[config.mk]
export PLATFORM = sky130hd
export DESIGN_NAME = clk_gate_ctrl
export DESIGN_NICKNAME = d
export VERILOG_FILES = /design/src/rtl/panxi_clk_pkg.sv /design/src/rtl/clk_gate_ctrl.sv
export SDC_FILE = /design/constraint.sdc
export NUM_CORES = 1
export LEC_CHECK = 0
export CORE_MARGIN = 1.5
export CORE_UTILIZATION = 45
export DETAILED_ROUTE_END_ITERATION = 10
export PLACE_DENSITY = 0.71
export SKIP_LAST_GASP = 1
export SLEW_MARGIN = 20
export SYNTH_ARGS = -nofsm -noshare
export SYNTH_HDL_FRONTEND = slang
export SYNTH_SLANG_ARGS = --single-unit
[constraint.sdc]
create_clock -name clk_xi -period 1.4 [get_ports clk_xi]
set_input_delay 0.21 -clock clk_xi [delete_from_list [all_inputs] [get_ports clk_xi]]
set_output_delay 0.21 -clock clk_xi [all_outputs]
set_load 0.02 [all_outputs]
[src/rtl/panxi_clk_pkg.sv]
// Shared clock-gating definitions: FSM state encoding and parameter defaults.
package panxi_clk_pkg;

    localparam int unsigned IDLE_CYCLES_DEF = 16;
    localparam int unsigned WAKE_CYCLES_DEF = 2;

    typedef enum logic [2:0] {
        StRun      = 3'd0,
        StIdle     = 3'd1,
        StSleepReq = 3'd2,
        StSleep    = 3'd3,
        StWake     = 3'd4
    } state_e;

    // Idle counter width; a single idle cycle still needs a 1-bit counter.
    function automatic int unsigned idle_cnt_w(input int unsigned n);
        return (n <= 2) ? 1 : $clog2(n);
    endfunction

endpackage

[src/rtl/clk_gate_ctrl.sv]
// Clock-gate controller: idles, requests sleep, gates the clock and settles on wake.
// Optional sleep-event counter is enabled with the CLK_GATE_CTRL_STATS_EN macro.
module clk_gate_ctrl
    import panxi_clk_pkg::*;
#(
    parameter int unsigned IDLE_CYCLES = IDLE_CYCLES_DEF,
    parameter int unsigned WAKE_CYCLES = WAKE_CYCLES_DEF,
    parameter int unsigned CNT_W       = 16
) (
    input  logic             clk_xi,
    input  logic             rst_n_xi,
    input  logic             busy_xi,
    input  logic             wake_xi,
    input  logic             force_on_xi,
    input  logic             sleep_ack_xi,
    output logic             sleep_req_xo,
    output logic             local_en_xo,
    output logic             awake_xo
`ifdef CLK_GATE_CTRL_STATS_EN
    ,
    output logic [CNT_W-1:0] sleep_cnt_xo
`endif
);

    localparam int unsigned      IdleW    = idle_cnt_w(IDLE_CYCLES);
    localparam logic [IdleW-1:0] IdleLast = IdleW'(IDLE_CYCLES - 1);
    localparam logic [3:0]       WakeLast = 4'(WAKE_CYCLES - 1);

    state_e           state_q, state_d;
    logic [IdleW-1:0] idle_cnt_q, idle_cnt_d;
    logic [3:0]       wake_cnt_q, wake_cnt_d;
    logic             local_en_q, awake_q, sleep_req_q;
    logic             wake_cond;

    assign wake_cond = busy_xi | wake_xi | force_on_xi;

    always_comb begin
        state_d    = state_q;
        idle_cnt_d = '0;
        wake_cnt_d = '0;
        case (state_q)
            StRun: begin
                if (!wake_cond) state_d = StIdle;
            end
            StIdle: begin
                if (wake_cond) begin
                    state_d = StRun;
                end else if (idle_cnt_q == IdleLast) begin
                    state_d = StSleepReq;
                end else begin
                    idle_cnt_d = (idle_cnt_q == '1) ? idle_cnt_q : idle_cnt_q + 1'b1;
                end
            end
            StSleepReq: begin
                // A wake condition wins over a simultaneous ack.
                if (wake_cond) begin
                    state_d = StRun;
                end else if (sleep_ack_xi) begin
                    state_d = StSleep;
                end
            end
            StSleep: begin
                if (wake_cond) state_d = StWake;
            end
            StWake: begin
                if (wake_cnt_q == WakeLast) begin
                    state_d = StRun;
                end else begin
                    wake_cnt_d = wake_cnt_q + 4'd1;
                end
            end
            default: state_d = StRun;
        endcase
    end

    // Outputs are registered from the next state so they change with the state itself.
    always_ff @(posedge clk_xi or negedge rst_n_xi) begin
        if (!rst_n_xi) begin
            state_q     <= StRun;
            idle_cnt_q  <= '0;
            wake_cnt_q  <= '0;
            local_en_q  <= 1'b1;
            awake_q     <= 1'b1;
            sleep_req_q <= 1'b0;
        end else begin
            state_q     <= state_d;
            idle_cnt_q  <= idle_cnt_d;
            wake_cnt_q  <= wake_cnt_d;
            local_en_q  <= (state_d != StSleep);
            awake_q     <= (state_d == StRun) || (state_d == StIdle) || (state_d == StSleepReq);
            sleep_req_q <= (state_d == StSleepReq);
        end
    end

    assign sleep_req_xo = sleep_req_q;
    assign local_en_xo  = local_en_q;
    assign awake_xo     = awake_q;

`ifdef CLK_GATE_CTRL_STATS_EN
    logic [CNT_W-1:0] sleep_cnt_q;

    always_ff @(posedge clk_xi or negedge rst_n_xi) begin
        if (!rst_n_xi) begin
            sleep_cnt_q <= '0;
        end else if ((state_q == StSleepReq) && (state_d == StSleep)) begin
            sleep_cnt_q <= sleep_cnt_q + 1'b1;
        end
    end

    assign sleep_cnt_xo = sleep_cnt_q;
`endif

endmodule

==> impl_metrics.csv, run 1 <==
group,metric,value,unit
synth,syn_area,618,um2
synth,ys_types,24,
layout,syn2layout_area_growth,39.5,%
sta,relSlewSlack,0.772,
outcome,outcome,"completed",
placed_design,port_buffers,8,
die,dieArea,1600,um2
sta,setup-tns-final,0,ps
die,fp.coreArea,1280,um2
sta,fin_skew,1.14,ps
sta,setup-violations-final,0,
placed_design,place_congestion,0.744,
pwr,leakagePower,0.412,nW
placed_design,dp_slack,-296,ps
critical_path,end_kind,"flop",
pwr,irDropWorstVdd,528,uV
sta,slew_viol_final,0,
synth,avgSynthCellArea,11.9,um2
clock_tree,holdBufCountCts,0,
grt,grt_pass1_vias,408,
layout,nets,84,
routing,wl,1230,um
synth,netlist.area_leader.share,0.486,
sta,worstMarginPinSlew,342,ps
grt,grt_pass1_wl,1750,um
worst_hold_path,min_path_type,"in2async",
routing,vias_per_cell,5.57,
die,rows,13,
critical_path,required,1570,ps
grt,grtUsageTotal,0.175,
routing,vias,496,
pwr,p_per_area,849,nW/um2
layout,drive_above_1_share,0.351,
synth,synth_warnings,0,
routing,wl_per_cell,13.8,um
layout,final_cell_area,862,um2
synth,ys_ff_latch,14,
clock_tree,ctsHtreeMaxLevel,1,
synth,synth_area_leaders,"dfrtp_1 (49%), dfstp_2 (8.5%), ha_1 (6.1%)",
placed_design,place_area,785,um2
critical_path,worst_path_max_delay_cell,"dfrtp_1",
synth,synth_top_area_cell,"dfrtp_1",
clock_tree,cts_num_sinks,14,
die,initial_core_util,0.481,
critical_path,cp-start-kind,"flop",
grt,overflow,0,
sta,fmax,0.748,GHz
critical_path,crit_path_max_fanout,4,
critical_path,worstSetupPathType,"reg2reg",
critical_path,max_stage_delay,410,ps
flow_run,cap_violations,0,
routing,drtIter0Drc,6,
sta,fin_crit_sh,0.955,
sta,final-hold-violation-count,0,
critical_path,path_cells,"ha_2, nand4_1, o21a_1, and3b_2",
critical_path,cp.buffers_inverters,0,
grt,antenna_found_initial,0,
placed_design,post-dp-hpwl,805,um
clock_tree,cts_inserted_buffers,3,
sta,final.setup.worst_slack,63.0,ps
sta,rsz0062_at_grt,"true",
die,fp.dieW,40.1,um
synth,synthCells,52,
clock_tree,cts_tree,"done",
routing,drc_errors,0,
sta,period_needed,1340,ps
pwr,power,0.732,mW
synth,synthTopCellsByCount,"dfrtp_1 (12), nor2_1 (8), ha_1 (3), inv_1 (3), nand3_1 (3)",
synth,synth_top_flop_cell,"dfrtp_1",
sta,hold_ws,200,ps
die,floorplan.io_pins,9,
critical_path,critical_path.top_delay_family,"flip-flops",
routing,postRouteAntennaNets,0,
synth,ys_seq_area_frac,0.571,
synth,synthArstFlopShare,1.00,
synth,synth_nets,61,
grt,grt_max_degree,9,
synth,yosys.cell_count.top_type,"dfrtp_1",
clock_tree,clockBufferDepth,2,
die,die_h,40.1,um
routing,dr.pass1.iters,4,
clock_tree,clock_latency,270,ps
synth,synth-edff-count,0,
clock_tree,root_buffer,"clkbuf_4",
layout,antenna_cells,0,
clock_tree,clk_pin_slew,80,ps
critical_path,cp.arrival,1500,ps
[kinds of logic after synthesis]
logic type      share of synthesized area
xor+xnor                           0.0425
buf+inv                            0.0182
compound gates                     0.0911
fa+ha+maj                          0.0607
simple gates                        0.217
flops                               0.571
[flip-flops by register name (all words and copies together), names as in the netlist]
signal	flops
awake_xo	1
idle_cnt_q	4
local_en_xo	1
sleep_req_xo	1
state_q	3
wake_cnt_q	4
[per-layer routing]
| layer | wire, um | global-route usage |
|---|---|---|
| met1 | 552 | 0.236 |
| met2 | 606 | 0.258 |
| met3 | 51 | 0.0333 |
| met4 | 19 | 0.103 |
| met5 | 0 | 0 |
[repair_timing]
action	CTS	global route
pin swaps	0	2
setup endpoints to repair	6	6
hold endpoints to repair	0	0
setup buffers	0	1
resized for setup	5	7
[path summary, 6_finish.rpt]
kind                                               from                       to  slack [ps]  cells after the start
worst max register to register  idle_cnt_q[0]$_DFF_PN0_     state_q[0]$_DFF_PN0_          60                      4
worst max-delay path            idle_cnt_q[0]$_DFF_PN0_     state_q[0]$_DFF_PN0_          60                      4
min in group clk_xi                             wake_xi   sleep_req_xo$_DFF_PN0_         330                      4
worst min-delay path                           rst_n_xi  wake_cnt_q[1]$_DFF_PN0_         200                      1
worst min register to register  wake_cnt_q[0]$_DFF_PN0_  wake_cnt_q[0]$_DFF_PN0_         550                      2
max in group asynchronous                      rst_n_xi     state_q[1]$_DFF_PN0_         780                      2
[report_power, final]
group	switching [mW]	internal, mW
clock	0.125	0.158
combinational	0.0188	0.0237
sequential	0.000890	0.406
total	0.144	0.587
[metrics by stage]
| stage | std cells | utilization |
|---|---|---|
| global placement | 84 | 0.611 |
| detailed placement | 84 | 0.611 |
| finish | 89 | 0.671 |
| global route | 89 | 0.671 |
| floorplan | 52 | - |
| CTS | 88 | 0.645 |
[layout by cell type, fill, tap and decap left out, types with 2 or more instances in the layout]
master | Yosys | layout
clkbuf_4 | 0 | 3
nor2_1 | 8 | 8
buf_4 | 0 | 10
dlygate4sd2_1 | 0 | 3
clkdlybuf4s50_1 | 0 | 2
inv_1 | 3 | 3
dfstp_2 | 2 | 2
nand3_1 | 3 | 2
dfrtp_1 | 12 | 12
xnor2_1 | 2 | 2
dlymetal6s2s_1 | 0 | 3
ha_1 | 3 | 2
a311oi_2 | 0 | 2
[final cells by class]
cell class,instances,area [um2]
fill,97,423
sequential,14,353
multi-input combinational,35,284
timing repair buffer,18,159
clock buffer,4,36.3
tap,15,18.8
inverter,3,11.3
No activity file was read; power rests on OpenSTA's default activity.
==> run 2: changes to the inputs <==
Settings changed: CAP_MARGIN set to 20, CTS_BUF_LIST set to sky130_fd_sc_hd__clkbuf_16.
==> impl_metrics.csv, run 2 (synthesized netlist as in run 1, its figures left out) <==
group,metric,value,unit
layout,fin_cells,88,
die,dieArea,1600,um2
layout,fin_util,0.707,
routing,vias_per_cell,5.39,
placed_design,dp_cells,84,
routing,wl,1270,um
placed_design,port_buffers,8,
sta,setup-violations-final,0,
critical_path,required,1520,ps
layout,reg.largest.list,"idle_cnt_q x4, wake_cnt_q x4, state_q x3",
critical_path,path_cells,"inv_1, ha_1, or3b_2, nand3_4, o21ai_0",
grt,grt_pass1_vias,384,
clock_tree,post_cts_buffers,0,
worst_hold_path,min_path_type,"in2async",
clock_tree,clockBufferDepth,2,
critical_path,worstSetupPathType,"reg2reg",
grt,overflow,0,
clock_tree,cts_inserted_buffers,3,
die,fp.coreArea,1280,um2
clock_tree,cts_num_sinks,14,
routing,postRouteAntennaNets,0,
critical_path,crit_path_max_fanout,6,
critical_path,cp-start-kind,"flop",
critical_path,worst_path_max_delay_cell,"or3b_2",
layout,final_common_cell,"dfrtp_1",
clock_tree,ctsHtreeMaxLevel,1,
clock_tree,clk_pin_slew,50,ps
outcome,outcome,"completed",
pwr,leakagePower,0.435,nW
critical_path,cp.buffers_inverters,1,
routing,dr.pass1.iters,4,
die,fp.dieW,40.1,um
sta,final-hold-violation-count,0,
layout,multi_input_area,292,um2
layout,seq_area,353,um2
die,floorplan.io_pins,9,
grt,grt_max_degree,9,
critical_path,cp_num_cells,5,
pwr,irDropWorstVdd,568,uV
grt,antenna_found_initial,0,
placed_design,place_congestion,0.744,
clock_tree,root_buffer,"clkbuf_16",
clock_tree,holdBufCountCts,0,
critical_path,max_stage_delay,470,ps
routing,wl_per_cell,14.4,um
die,rows,13,
flow_run,cap_violations,0,
layout,antenna_cells,0,
critical_path,critical_path.top_delay_family,"simple AND/OR/NAND/NOR gates",
routing,drtIter0Drc,11,
sta,slew_viol_final,0,
sta,fmax,0.738,GHz
placed_design,post-dp-hpwl,805,um
routing,vias,474,
layout,drive_above_1_share,0.329,
sta,relSlewSlack,0.766,
critical_path,reg2regPathDepth,5,
die,die_h,40.1,um
routing,drc_errors,0,
grt,grt_pass1_wl,1750,um
layout,fill_cells,87,
layout,nets,83,
sta,worstMarginPinSlew,349,ps
sta,period_needed,1350,ps
sta,fin_crit_sh,0.967,
layout,syn2layout_area_growth,47.0,%
critical_path,reg2reg_setup_slack,50,ps
critical_path,end_kind,"flop",
pwr,p_per_area,1080,nW/um2
clock_tree,clock_latency,240,ps
critical_path,cp.arrival,1470,ps
die,initial_core_util,0.481,
clock_tree,cts_tree,"done",
grt,grtUsageTotal,0.173,
layout,layout_common_cells,"dfrtp_1 (12), buf_4 (9), nor2_1 (8)",
sta,fin_skew,2.69,ps
[run 2: metal layers]
layer | GRT usage | vias up | share of wire
li1 | - | 230 | -
met1 | 0.266 | 230 | 0.48
met2 | 0.218 | 12 | 0.47
met3 | 0.0333 | 2 | 0.032
met4 | 0.103 | 0 | 0.013
met5 | 0 | - | 0
[run 2: timing repair]
action,in CTS,in global routing
pin swaps,0,2
endpoints found under the setup margin,5,7
resized for setup,4,8
[run 2: path summary, 6_finish.rpt]
check | start | endpoint
worst max-delay path | wake_cnt_q[1]$_DFF_PN0_ | state_q[2]$_DFF_PN0_
worst min-delay path | rst_n_xi | wake_cnt_q[1]$_DFF_PN0_
worst max register to register | wake_cnt_q[1]$_DFF_PN0_ | state_q[2]$_DFF_PN0_
worst min register to register | wake_cnt_q[3]$_DFF_PN0_ | wake_cnt_q[3]$_DFF_PN0_
max in group asynchronous | rst_n_xi | state_q[1]$_DFF_PN0_
min in group clk_xi | wake_xi | sleep_req_xo$_DFF_PN0_
[run 2: layout make-up]
type	count	area share
inverters	3	0.0124
multi-input cells	35	0.321
flip-flops and latches	14	0.388
clock inverters	1	0.00413
well taps	15	0.0207
repair buffers	17	0.171
clock buffers	3	0.0826
[run 2: metrics by stage]
stage                     hold WS (ps)  power, mW  area (um2)  worst slack [ps]  setup TNS, ps
after detailed placement           498      0.457         785              -296          -1140
after floorplan                  -85.6      0.423         618              42.5              0
after CTS                          257      0.991         872              1.90              0
final                              244      0.981         908              45.8              0
after global placement             478      0.456         785              -207           -933
after global routing               267       1.02         908             -21.6          -30.4
[run 2: power by group]
part           internal [mW]  switching (mW)  total [mW]
sequential             0.408         0.00109       0.409
clock                  0.377           0.153       0.530
combinational         0.0234          0.0191      0.0425
==> run 3: changes to the inputs <==
Settings changed: RECOVER_POWER set to 50, TNS_END_PERCENT set to 50.
==> impl_metrics.csv, run 3 (synthesized netlist as in run 1, its figures left out) <==
group,metric,value,unit
clock_tree,clk_pin_slew,50,ps
outcome,outcome,"completed",
die,dieArea,1600,um2
critical_path,worst_path_max_delay_cell,"clkdlybuf4s50_1",
layout,reg.largest.list,"idle_cnt_q x4, wake_cnt_q x4, state_q x3",
grt,grt_max_degree,9,
placed_design,place_area,785,um2
sta,relSlewSlack,0.754,
sta,rsz0062_at_grt,"true",
critical_path,critical_path.top_delay_family,"buffers and inverters",
flow_run,cap_violations,0,
sta,slew_viol_final,0,
sta,fin_skew,3.39,ps
layout,nets,83,
clock_tree,post_cts_buffers,0,
critical_path,end_kind,"primary output",
clock_tree,clock_latency,240,ps
routing,postRouteAntennaNets,0,
placed_design,dp_cells,84,
grt,grt_pass1_vias,383,
critical_path,worstSetupPathType,"reg2out",
placed_design,port_buffers,8,
worst_hold_path,min_path_type,"in2async",
routing,vias,487,
sta,fmax,0.726,GHz
grt,grt_pass1_wl,1680,um
die,fp.dieW,40.1,um
clock_tree,cts_inserted_buffers,3,
clock_tree,ctsHtreeMaxLevel,1,
placed_design,dp_slack,-296,ps
critical_path,path_cells,"clkdlybuf4s50_1",
clock_tree,cts_tree,"done",
pwr,irDropWorstVdd,580,uV
critical_path,cp.arrival,1170,ps
layout,fin_cells,88,
layout,fill_cells,92,
layout,layout_common_cells,"dfrtp_1 (12), nor2_1 (8), buf_4 (8)",
clock_tree,root_buffer,"clkbuf_16",
grt,antenna_found_initial,0,
sta,final-hold-violation-count,0,
grt,grtUsageTotal,0.167,
routing,drtIter0Drc,12,
layout,drive_above_1_share,0.315,
die,initial_core_util,0.481,
sta,setup-violations-final,0,
routing,wl_per_cell,14.0,um
sta,period_needed,1380,ps
clock_tree,holdBufCountCts,0,
critical_path,cp-start-kind,"flop",
sta,worstMarginPinSlew,370,ps
critical_path,required,1190,ps
critical_path,crit_path_max_fanout,1,
layout,syn2layout_area_growth,44.3,%
die,floorplan.io_pins,9,
routing,dr.pass1.iters,4,
pwr,p_per_area,1090,nW/um2
layout,final_common_cell,"dfrtp_1",
routing,vias_per_cell,5.53,
routing,drc_errors,0,
die,rows,13,
placed_design,post-dp-hpwl,805,um
pwr,leakagePower,0.413,nW
die,fp.coreArea,1280,um2
grt,overflow,0,
critical_path,max_stage_delay,610,ps
layout,final_cell_area,892,um2
layout,antenna_cells,0,
sta,fin_crit_sh,0.983,
die,die_h,40.1,um
placed_design,place_congestion,0.744,
clock_tree,clockBufferDepth,2,
sta,final.setup.worst_slack,23.2,ps
clock_tree,cts_num_sinks,14,
routing,wl,1240,um
critical_path,cp.buffers_inverters,1,
sta,setup-tns-final,0,ps
## run 3: final timing paths
| path | slack [ps] | end | depth (start not counted) | startpoint |
|---|---|---|---|---|
| setup / recovery | 20 | sleep_req_xo | 1 | sleep_req_xo$_DFF_PN0_ |
| hold / removal | 310 | wake_cnt_q[3]$_DFF_PN0_ | 1 | rst_n_xi |
| setup reg to reg | 50 | state_q[2]$_DFF_PN0_ | 5 | wake_cnt_q[1]$_DFF_PN0_ |
| hold reg to reg | 510 | idle_cnt_q[0]$_DFF_PN0_ | 1 | idle_cnt_q[0]$_DFF_PN0_ |
| max in group asynchronous | 470 | idle_cnt_q[2]$_DFF_PN0_ | 2 | rst_n_xi |
| min in group clk_xi | 380 | sleep_req_xo$_DFF_PN0_ | 4 | wake_xi |
## run 3: where the power goes
group	total [mW]	leakage [nW]	switching, mW	internal (mW)
clock network	0.527	0.0385	0.150	0.376
registers	0.409	0.188	0.000937	0.408
logic	0.0403	0.186	0.0187	0.0216
total	0.975	0.413	0.170	0.806
## run 3: area by class of cell
type                    instances  area (um2)  area share
flip-flops and latches         14         353       0.396
multi-input cells              35         282       0.316
repair buffers                 17         149       0.167
clock buffers                   3        75.1      0.0842
well taps                      15        18.8      0.0210
inverters                       3        11.3      0.0126
clock inverters                 1        3.75     0.00421
## run 3: routing by layer
layer | GRT usage | wire length (um) | share of wire
met5 | 0 | 0 | 0
met4 | 0.103 | 16 | 0.013
met3 | 0.0333 | 47 | 0.038
met2 | 0.226 | 611 | 0.49
met1 | 0.241 | 560 | 0.45
## run 3: what timing repair did
item | 4_1_cts | 5_1_grt
resized for setup | 2 | 8
pin swaps | 0 | 2
setup endpoints to repair | 5 | 10
## run 3: per-stage QoR
stage	utilization	power, mW	hold slack, ps
final	0.694	0.975	312
after global routing	0.694	1.02	333
after CTS	0.670	0.990	257
after detailed placement	0.611	0.457	498
after global placement	0.611	0.456	478
after floorplan	-	0.423	-85.6
